<file path="src/rtl/stream_sched_pkg.sv">
// Shared types and constants for the round-robin stream-core scheduler slice.
package stream_sched_pkg;

  typedef enum logic [1:0] {
    IDLE,
    PRIME,
    RUN,
    DONE
  } sched_state_t;

  localparam int unsigned DEF_NREQ  = 4;
  localparam int unsigned DEF_BURST = 8;

  function automatic int unsigned id_width(input int unsigned n);
    return $clog2(n);
  endfunction

endpackage

</file>
<file path="src/rtl/stream_core_scheduler_if.sv">
// Requester channels plus the shared-core port, bundled for the scheduler.
interface stream_core_scheduler_if
  import stream_sched_pkg::*;
#(
  parameter int unsigned NREQ = DEF_NREQ
);
  logic [NREQ-1:0]             req;
  logic [NREQ-1:0]             req_in;
  logic [NREQ-1:0]             grant;
  logic [NREQ-1:0]             done;
  logic                        out_bit;
  logic                        out_valid;
  logic [id_width(NREQ)-1:0]   out_id;
  logic                        busy;
  logic                        dev_rst;
  logic                        dev_in;
  logic                        dev_out;
  logic                        dev_cont;

  modport master (
    output req, req_in, dev_out, dev_cont,
    input  grant, done, out_bit, out_valid, out_id, busy, dev_rst, dev_in
  );

  modport slave (
    input  req, req_in, dev_out, dev_cont,
    output grant, done, out_bit, out_valid, out_id, busy, dev_rst, dev_in
  );
endinterface

</file>
<file path="src/rtl/rr_pick.sv">
// Combinational round-robin picker: first asserted request at or after ptr, wrapping.
module rr_pick
  import stream_sched_pkg::*;
#(
  parameter  int unsigned NREQ = DEF_NREQ,
  localparam int unsigned IW   = id_width(NREQ)
) (
  input  logic [NREQ-1:0] req,
  input  logic [IW-1:0]   ptr,
  output logic            found,
  output logic [IW-1:0]   idx
);

  logic [IW:0] cand;

  always_comb begin
    found = 1'b0;
    idx   = '0;
    cand  = '0;
    for (int unsigned i = 0; i < NREQ; i++) begin
      // one extra bit holds ptr+i before folding back below NREQ
      cand = {1'b0, ptr} + (IW+1)'(i);
      if (cand >= (IW+1)'(NREQ)) cand = cand - (IW+1)'(NREQ);
      if (!found && req[cand[IW-1:0]]) begin
        found = 1'b1;
        idx   = cand[IW-1:0];
      end
    end
  end

endmodule

</file>
<file path="src/rtl/stream_core_scheduler.sv">
// Time-shares one single-bit stream core among NREQ requesters in round-robin bursts.
module stream_core_scheduler
  import stream_sched_pkg::*;
#(
  parameter int unsigned NREQ  = DEF_NREQ,
  parameter int unsigned BURST = DEF_BURST
) (
  input  logic                   clk,
  input  logic                   rst,
  stream_core_scheduler_if.slave bus
);

  localparam int unsigned    IW     = id_width(NREQ);
  localparam int unsigned    CW     = $clog2(BURST) + 1;
  localparam logic [CW-1:0]  LAST   = CW'(BURST - 1);
  localparam logic [IW-1:0]  TOP_ID = IW'(NREQ - 1);

  sched_state_t    state;
  logic [IW-1:0]   ptr;
  logic [IW-1:0]   grant_id;
  logic [CW-1:0]   cnt;
  logic [NREQ-1:0] grant_q;
  logic [NREQ-1:0] done_q;
  logic            busy_q;
  logic            out_bit_q;
  logic            out_valid_q;
  logic [IW-1:0]   out_id_q;
  logic            pick_found;
  logic [IW-1:0]   pick_id;

  rr_pick #(.NREQ(NREQ)) u_pick (
    .req   (bus.req),
    .ptr   (ptr),
    .found (pick_found),
    .idx   (pick_id)
  );

  always_ff @(posedge clk or negedge rst) begin
    if (!rst) begin
      state       <= IDLE;
      ptr         <= '0;
      grant_id    <= '0;
      cnt         <= '0;
      grant_q     <= '0;
      done_q      <= '0;
      busy_q      <= 1'b0;
      out_bit_q   <= 1'b0;
      out_valid_q <= 1'b0;
      out_id_q    <= '0;
    end else begin
      out_valid_q <= (state == RUN);
      out_bit_q   <= bus.dev_out;
      out_id_q    <= grant_id;
      done_q      <= '0;
      unique case (state)
        IDLE: begin
          if (pick_found) begin
            grant_id <= pick_id;
            grant_q  <= {{(NREQ-1){1'b0}}, 1'b1} << pick_id;
            busy_q   <= 1'b1;
            state    <= PRIME;
          end
        end
        PRIME: begin
          cnt   <= '0;
          state <= RUN;
        end
        RUN: begin
          cnt <= cnt + 1'b1;
          if (cnt == LAST || !bus.dev_cont) begin
            done_q <= grant_q;
            state  <= DONE;
          end
        end
        DONE: begin
          ptr     <= (grant_id == TOP_ID) ? '0 : grant_id + 1'b1;
          grant_q <= '0;
          busy_q  <= 1'b0;
          state   <= IDLE;
        end
        default: state <= IDLE;
      endcase
    end
  end

  assign bus.grant     = grant_q;
  assign bus.done      = done_q;
  assign bus.busy      = busy_q;
  assign bus.out_bit   = out_bit_q;
  assign bus.out_valid = out_valid_q;
  assign bus.out_id    = out_id_q;
  // the core must also be held in reset while this block is in reset
  assign bus.dev_rst   = !rst || (state == PRIME);
  assign bus.dev_in    = (state == RUN) ? bus.req_in[grant_id] : 1'b0;

endmodule

</file>
<file path="src/flat_wrapper.sv">
// flat-port wrapper written by rule: the top's interface ports become plain ports
module stream_core_scheduler_flat import stream_sched_pkg::*;
#(
  parameter int unsigned NREQ  = DEF_NREQ,
  parameter int unsigned BURST = DEF_BURST
)
  (clk, rst, bus_req, bus_req_in, bus_dev_out, bus_dev_cont, bus_grant, bus_done, bus_out_bit, bus_out_valid, bus_out_id, bus_busy, bus_dev_rst, bus_dev_in);
  stream_core_scheduler_if #(.NREQ(NREQ)) bus_i ();
  input  logic clk;
  input  logic rst;
  input wire logic [$bits(bus_i.req)-1:0] bus_req;
  input wire logic [$bits(bus_i.req_in)-1:0] bus_req_in;
  input wire logic [$bits(bus_i.dev_out)-1:0] bus_dev_out;
  input wire logic [$bits(bus_i.dev_cont)-1:0] bus_dev_cont;
  output wire logic [$bits(bus_i.grant)-1:0] bus_grant;
  output wire logic [$bits(bus_i.done)-1:0] bus_done;
  output wire logic [$bits(bus_i.out_bit)-1:0] bus_out_bit;
  output wire logic [$bits(bus_i.out_valid)-1:0] bus_out_valid;
  output wire logic [$bits(bus_i.out_id)-1:0] bus_out_id;
  output wire logic [$bits(bus_i.busy)-1:0] bus_busy;
  output wire logic [$bits(bus_i.dev_rst)-1:0] bus_dev_rst;
  output wire logic [$bits(bus_i.dev_in)-1:0] bus_dev_in;
  assign bus_i.req = bus_req;
  assign bus_i.req_in = bus_req_in;
  assign bus_i.dev_out = bus_dev_out;
  assign bus_i.dev_cont = bus_dev_cont;
  assign bus_grant = bus_i.grant;
  assign bus_done = bus_i.done;
  assign bus_out_bit = bus_i.out_bit;
  assign bus_out_valid = bus_i.out_valid;
  assign bus_out_id = bus_i.out_id;
  assign bus_busy = bus_i.busy;
  assign bus_dev_rst = bus_i.dev_rst;
  assign bus_dev_in = bus_i.dev_in;
  stream_core_scheduler #(.NREQ(NREQ), .BURST(BURST)) u_core (.clk(clk), .rst(rst), .bus(bus_i));
endmodule
</file>
<file path="config.mk">
export PLATFORM = sky130hd
export DESIGN_NAME = stream_core_scheduler_flat
export DESIGN_NICKNAME = d
export VERILOG_FILES = /design/src/rtl/stream_sched_pkg.sv /design/src/rtl/stream_core_scheduler_if.sv /design/src/rtl/rr_pick.sv /design/src/rtl/stream_core_scheduler.sv /design/src/flat_wrapper.sv
export SDC_FILE = /design/constraint.sdc
export NUM_CORES = 1
export LEC_CHECK = 0
export ABC_AREA = 1
export CORE_AREA = 10 10 69 60
export CTS_CLUSTER_SIZE = 40
export DETAILED_ROUTE_END_ITERATION = 7
export DIE_AREA = 0 0 79 70
export GPL_ROUTABILITY_DRIVEN = 0
export PLACE_DENSITY = 0.74
export SYNTH_ARGS = -nofsm -noshare
export SYNTH_HDL_FRONTEND = slang
export SYNTH_SLANG_ARGS = --single-unit
</file>
<file path="constraint.sdc">
create_clock -name clk -period 1.75 [get_ports clk]
set_clock_uncertainty 0.1 [all_clocks]
set_input_delay 0.175 -clock clk [delete_from_list [all_inputs] [get_ports clk]]
set_output_delay 0.175 -clock clk [all_outputs]
set_load 0.02 [all_outputs]
</file>
==> impl_metrics.csv, run 1 <==
group,metric,value,unit
worst_setup_path,start_kind,"flip-flop",
floorplanning,die-width,79,um
synthesis,yosys_warnings,0,
sta,maxSlewViolCount,0,
clocking,clk_pin_slew,0.12,ns
clocking,clock-root-buffer,"clkbuf_4",
synthesis,syn_nets,195,
sta,min_period,1.75,ns
finish,postLayoutCoreUtil,0.656,
drt,dr_wl_met3,159,um
drt,detail-route-antenna-nets,0,
drt,vias,1269,
finish,instances_no_fill,263,
global_route,overflow,0,
global_route,grt_pass1_wl,5.32,mm
drt,routed_wl,3.26,mm
run_status,outcome,"complete, but fails checks",
clocking,htreeDepth,1,
drt,drtIter0Drc,99,
power_and_ir_drop,ir_drop,1360,uV
drt,routedWlPerCell,12.4,um
clocking,cts_buffers,3,
synthesis,syn_area_per_cell,7.61,um^2
run,max-cap-violations,0,
synthesis,yosysUniqueCellTypes,24,
finish,antenna-diode-count,0,
synthesis,synth_top_flop_cell,"dfrtp_1",
worst_setup_path,critPathKind,"reg -> reg",
drt,met1_length,1.38,mm
floorplanning,core.rowCount,18,
synthesis,synth_edf_count,0,
sta,max_slew_margin,0.758,
drt,met2WireLength,1.70,mm
floorplanning,die_h,70,um
sta,post-route-period-util,1.00,
floorplanning,io_pins,27,
run_status,failed_checks,"negative setup slack",
drt,routed_via_density,4.83,
global_route,antenna_found_initial,0,
sta,worst_pin_slew,0.359,ns
drt,top_layer,"met4",
synthesis,seq_area_frac_synth,0.430,
worst_setup_path,cp.required,1.89,ns
finish,fin_nets,243,
finish,areaGrowthSynthToFinish,41.2,%
power_and_ir_drop,cellPowerDensity,1890,nW/um^2
finish,multi_input_area,729,um^2
synthesis,synthArstFlopShare,1.00,
worst_setup_path,cp_max_fo,7,
finish,layout-drive-gt1-share,0.278,
clocking,cts.sinks,23,
sta,hold_viol,0,
placement,dp_cells,251,
min_path,min_path_type,"in -> reg",
synthesis,ys_seq_elements,23,
finish,layout_commonest_cell,"nand2_1",
drt,drc_errors,0,
sta,setup_viol,1,
floorplanning,die-area,5530,um^2
worst_setup_path,setup.worst_path.end_class,"flip-flop",
global_route,grt.total_usage,0.115,
sta,layout_setup_ws,-0.00112,ns
synthesis,netlist_area,1340,um^2
worst_setup_path,crit_arrival,1.89,ns
global_route,grt_pass1_vias,1228,
floorplanning,start_util,0.465,
floorplanning,fp.coreArea,2880,um^2
sta,rsz0062_at_grt,"yes",
clocking,cts_tree,"done",
placement,dp_hpwl,2.51,mm
power_and_ir_drop,p_leak,0.000933,uW
drt,drt-pass1-iter-count,7,
global_route,grt_max_degree,24,
clocking,cts.path.max_buffers,2,
finish,fillers,236,
synthesis,synth_cells,176,
finish,regArea,578,um^2
placement,port_buffers,26,
sta,fmax,0.571,GHz
clocking,worstSkewPairLatency,0.31,ns
placement,place_ws,-0.121,ns
finish,final_cell_mix,"nand2_1 (37), clkdlybuf4s50_1 (24), inv_1 (21), dfrtp_1 (21), nand2_2 (17)",
==> synthesized netlist by cell type (2+ instances only) <==
library cell,number,share of area
ha_1,7,0.065
o21ai_1,5,0.019
inv_1,21,0.059
nor3_1,3,0.011
o31ai_1,2,0.011
nor2_1,14,0.039
nand4_1,3,0.014
nand3_1,15,0.056
o21a_1,2,0.011
nand2_2,6,0.028
a21oi_1,4,0.015
dfrtp_1,23,0.43
nand2_1,51,0.14
o21ai_0,6,0.022
inv_2,4,0.011
nand3_2,2,0.015
==> worst max-delay path: stages, from the launching register on <==
cell and delay [ns]:
dfrtp_2 0.48, buf_6 0.15, nand2_2 0.05, nand2_2 0.06, nand2_2 0.08, nand2_4 0.07
nor2_4 0.21, nand3_2 0.12, nand2_4 0.11, buf_6 0.12, nand2_1 0.05, o21ai_1 0.08
==> cell type report <==
| type | instances | area share |
|---|---|---|
| Multi-Input combinational cell | 126 | 0.386 |
| Clock inverter | 1 | 0.00265 |
| Timing Repair Buffer | 45 | 0.216 |
| Inverter | 25 | 0.0522 |
| Clock buffer | 3 | 0.0119 |
| Tap cell | 40 | 0.0265 |
| Sequential cell | 23 | 0.306 |
==> final timing paths <==
| check | startpoint | to | slack, ns | cells past startpoint |
|---|---|---|---|---|
| setup / recovery | u_core.ptr[0]$_DFFE_PN0P_ | u_core.grant_id[0]$_DFFE_PN0P_ | -0.001 | 11 |
| min in group asynchronous | rst | u_core.bus.done[2]$_DFF_PN0_ | 0.20 | 2 |
| hold / removal | bus_dev_out | u_core.bus.out_bit$_DFF_PN0_ | 0.19 | 1 |
| hold reg to reg | u_core.cnt[0]$_DFFE_PN0P_ | u_core.cnt[0]$_DFFE_PN0P_ | 0.42 | 1 |
| setup reg to reg | u_core.ptr[0]$_DFFE_PN0P_ | u_core.grant_id[0]$_DFFE_PN0P_ | -0.001 | 11 |
| max in group asynchronous | rst | u_core.ptr[1]$_DFFE_PN0P_ | 1.11 | 2 |
==> sequential cells by signal, indices dropped and copies added, names as in the netlist <==
register,flops
u_core.bus.out_bit,1
u_core.bus.out_id,2
u_core.grant_id,2
u_core.cnt,4
u_core.bus.grant,4
u_core.ptr,2
u_core.bus.out_valid,1
u_core.state,2
u_core.bus.busy,1
u_core.bus.done,4
==> power by group <==
group	switching, uW	internal (uW)	leakage [uW]	total [uW]
Combinational	1430	1040	0.000619	2470
Clock	155	85.5	0.0000177	240
Sequential	145	725	0.000296	870
==> cell families (layout without fill, tap and decap cells) <==
group,Yosys count,count (layout),synth area share
xor+xnor,1,1,0.00654
buf+inv,27,74,0.0840
fa+ha+maj,7,7,0.0654
simple gates,98,98,0.330
flops,23,23,0.430
compound gates,20,20,0.0850
==> per-stage QoR <==
| step | hold slack, ns | setup TNS (ns) | cell area (um^2) | total power [uW] |
|---|---|---|---|---|
| 2_1_floorplan | -0.221 | 0 | 1340 | 2230 |
| 3_3_place_gp | 0.384 | -0.202 | 1710 | 2830 |
| 3_5_place_dp | 0.406 | -0.821 | 1710 | 2910 |
| 4_1_cts | 0.182 | 0 | 1760 | 3200 |
| 5_1_grt | 0.166 | -0.468 | 1890 | 3910 |
| 6_report | 0.187 | -0.00112 | 1890 | 3580 |
==> layer usage <==
metal  vias to the layer above  GRT usage
li1                        652          -
met1                       592      0.133
met2                        21      0.203
met3                         4     0.0396
met4                         0     0.0179
met5                         -          0
==> repair_timing <==
item,CTS,global route
setup buffers,2,6
gates cloned,0,0
endpoints found under the setup margin,9,11
pin swaps,1,13
resized for setup,5,34
hold buffers,0,0
(Power assumes the default switching activity.)
==> run 2, diff against run 1 <==
--- a/config.mk
+++ b/config.mk
@@ -6,12 +6,13 @@
 export NUM_CORES = 1
 export LEC_CHECK = 0
 export ABC_AREA = 1
-export CORE_AREA = 10 10 69 60
+export CORE_AREA = 10 10 64 56
 export CTS_CLUSTER_SIZE = 40
 export DETAILED_ROUTE_END_ITERATION = 7
-export DIE_AREA = 0 0 79 70
+export DIE_AREA = 0 0 74 66
+export DONT_BUFFER_PORTS = 1
 export GPL_ROUTABILITY_DRIVEN = 0
-export PLACE_DENSITY = 0.74
+export PLACE_DENSITY = 0.71
 export SYNTH_ARGS = -nofsm -noshare
 export SYNTH_HDL_FRONTEND = slang
 export SYNTH_SLANG_ARGS = --single-unit
==> run 2 against run 1 <==
The flow now finishes without violations. First-iteration DRC count shrank 39%. Core utilization grew 0.83 points. Global-route usage grew 0.56 points. Power shrank 12%. Non-clock buffer count shrank 37. Critical path depth is the same. Sequential cell count is the same. Via count shrank 9.3%. Routed wire length shrank 8.5%. Die area shrank 12%.
==> impl_metrics.csv, run 2 (synthesis results as in run 1) <==
group,metric,value,unit
run_status,outcome,"finished, final reports clean",
sta,post-route-period-util,0.974,
clocking,cts.sinks,23,
placement,placed_cell_area,1390,um^2
floorplanning,io_pins,27,
drt,routedWlPerCell,13.9,um
worst_setup_path,rrSetupSlack,0.04,ns
finish,layout-drive-gt1-share,0.251,
sta,rsz0062_at_grt,"yes",
floorplanning,core.rowCount,16,
sta,hold_viol,0,
floorplanning,die-width,74,um
finish,antenna-diode-count,0,
worst_setup_path,cp_max_fo,7,
power_and_ir_drop,ir_drop,1230,uV
clocking,cts_tree,"done",
worst_setup_path,cp.required,1.86,ns
placement,dp_hpwl,2.20,mm
clocking,cts.path.max_buffers,2,
worst_setup_path,r2r_start,"u_core.ptr[0]$_DFFE_PN0P_",
worst_setup_path,start_kind,"flip-flop",
finish,final_cell_mix,"nand2_1 (43), dfrtp_1 (21), inv_1 (20)",
drt,routed_wl,2.98,mm
finish,fillers,196,
sta,setup-tns-final,0,ns
clocking,cts_buffers,3,
finish,areaGrowthSynthToFinish,16.2,%
sta,maxSlewViolCount,0,
drt,detail-route-antenna-nets,0,
floorplanning,die_h,66,um
drt,vias,1151,
run,max-cap-violations,0,
global_route,grt_max_degree,24,
worst_setup_path,r2r-end,"u_core.bus.grant[0]$_DFFE_PN0P_",
global_route,grt_pass1_wl,4.75,mm
sta,max_slew_margin,0.335,
drt,routed_via_density,5.38,
worst_setup_path,crit_arrival,1.82,ns
worst_setup_path,reg2reg_depth,11,
sta,min_period,1.71,ns
clocking,worstSkewPairLatency,0.31,ns
floorplanning,fp.coreArea,2340,um^2
finish,layout_commonest_cell,"nand2_1",
sta,setup_viol,0,
drt,drt-pass1-iter-count,4,
floorplanning,die-area,4880,um^2
min_path,hp-start,"bus_dev_cont",
global_route,overflow,0,
global_route,grt_pass1_vias,1075,
placement,port_buffers,0,
clocking,clk_pin_slew,0.12,ns
clocking,clock-root-buffer,"clkbuf_4",
finish,fin_nets,207,
worst_setup_path,setup.worst_path.end_class,"flip-flop",
power_and_ir_drop,p_leak,0.000779,uW
global_route,antenna_found_initial,0,
floorplanning,start_util,0.572,
min_path,worstHoldPathCells,3,
power_and_ir_drop,cellPowerDensity,2040,nW/um^2
finish,fin_area,1560,um^2
drt,drc_errors,0,
sta,fmax,0.586,GHz
min_path,min_path_type,"in -> reg",
global_route,grt.total_usage,0.121,
drt,drtIter0Drc,60,
worst_setup_path,critPathKind,"reg -> reg",
sta,worst_pin_slew,0.994,ns
clocking,htreeDepth,1,
min_path,hold-path-endpoint,"u_core.bus.done[2]$_DFF_PN0_",
==> run 2: cell types whose count changed in the layout (fill, tap and decap cells not counted), moves of 2 or more <==
cell,previous run,this run
clkbuf_2,2,0
nand3_1,13,9
nand2_1,37,43
buf_4,15,4
nand2_2,17,13
dlygate4sd3_1,0,2
buf_6,4,1
o21ai_1,6,4
nand3_2,4,7
clkdlybuf4s50_1,24,0
==> run 2: layout make-up <==
class / count / area, um^2 / share of cell area
Multi-Input combinational cell: 127 / 739 / 0.475
Sequential cell: 23 / 578 / 0.371
Inverter: 25 / 96.3 / 0.0619
Timing Repair Buffer: 8 / 81.3 / 0.0523
Tap cell: 27 / 33.8 / 0.0217
Clock buffer: 3 / 22.5 / 0.0145
Clock inverter: 1 / 5.00 / 0.00322
==> run 2: worst max-delay path by stage <==
stage,startpoint,end,slack (ns),cells after the start
after floorplan,u_core.ptr[0]$_DFFE_PN0P_,u_core.bus.busy$_DFFE_PN0P_,0.18,11
after global placement,u_core.ptr[0]$_DFFE_PN0P_,u_core.bus.grant[3]$_DFFE_PN0P_,0.01,10
after detailed placement,u_core.ptr[0]$_DFFE_PN0P_,u_core.bus.grant[3]$_DFFE_PN0P_,-0.06,10
after CTS,u_core.ptr[0]$_DFFE_PN0P_,u_core.bus.grant[3]$_DFFE_PN0P_,0.009,11
after global routing,u_core.ptr[0]$_DFFE_PN0P_,u_core.bus.grant[0]$_DFFE_PN0P_,-0.13,10
final,u_core.ptr[0]$_DFFE_PN0P_,u_core.bus.grant[0]$_DFFE_PN0P_,0.04,11
==> run 2: timing repair <==
action	in CTS	in global routing
endpoints found under the hold margin	24	0
gates resized for setup	5	21
hold buffers	2	0
setup endpoints to repair	4	10
pin swaps	2	10
setup buffers	1	1
gates cloned	1	0
==> run 2: critical path, cell delays in order (launching register included) <==
cell,delay (ns)
dfrtp_2,0.47
buf_6,0.14
nand2_2,0.05
nand2_2,0.06
nand2_2,0.07
nand2_4,0.08
nor2_4,0.21
nand3_4,0.11
nand2_4,0.11
nor2_4,0.07
nand3_2,0.08
nand2_1,0.05
==> run 2: routing by layer <==
metal | track usage | vias up | routed length (um)
met5 | 0 | - | 0
met4 | 0.0209 | 0 | 11
met3 | 0.0435 | 2 | 245
met2 | 0.190 | 32 | 1440
met1 | 0.156 | 540 | 1290
li1 | - | 577 | -
==> run 2: power by group <==
group	switching (uW)	internal [uW]	total [uW]
Combinational	1220	689	1910
Clock	153	85.3	239
Sequential	295	725	1020
Total	1670	1500	3170
==> run 2: stage by stage <==
step / util / std cells / hold slack, ns / worst slack, ns / total power [uW]
finish: 0.665 / 214 / 0.0654 / 0.0447 / 3170
global route: 0.665 / 214 / 0.0928 / -0.132 / 3500
CTS: 0.629 / 213 / 0.0667 / 0.00879 / 2920
detailed placement: 0.591 / 205 / -0.220 / -0.0645 / 2560
global placement: 0.591 / 205 / -0.220 / 0.0137 / 2510
floorplan: - / 176 / -0.221 / 0.184 / 2230
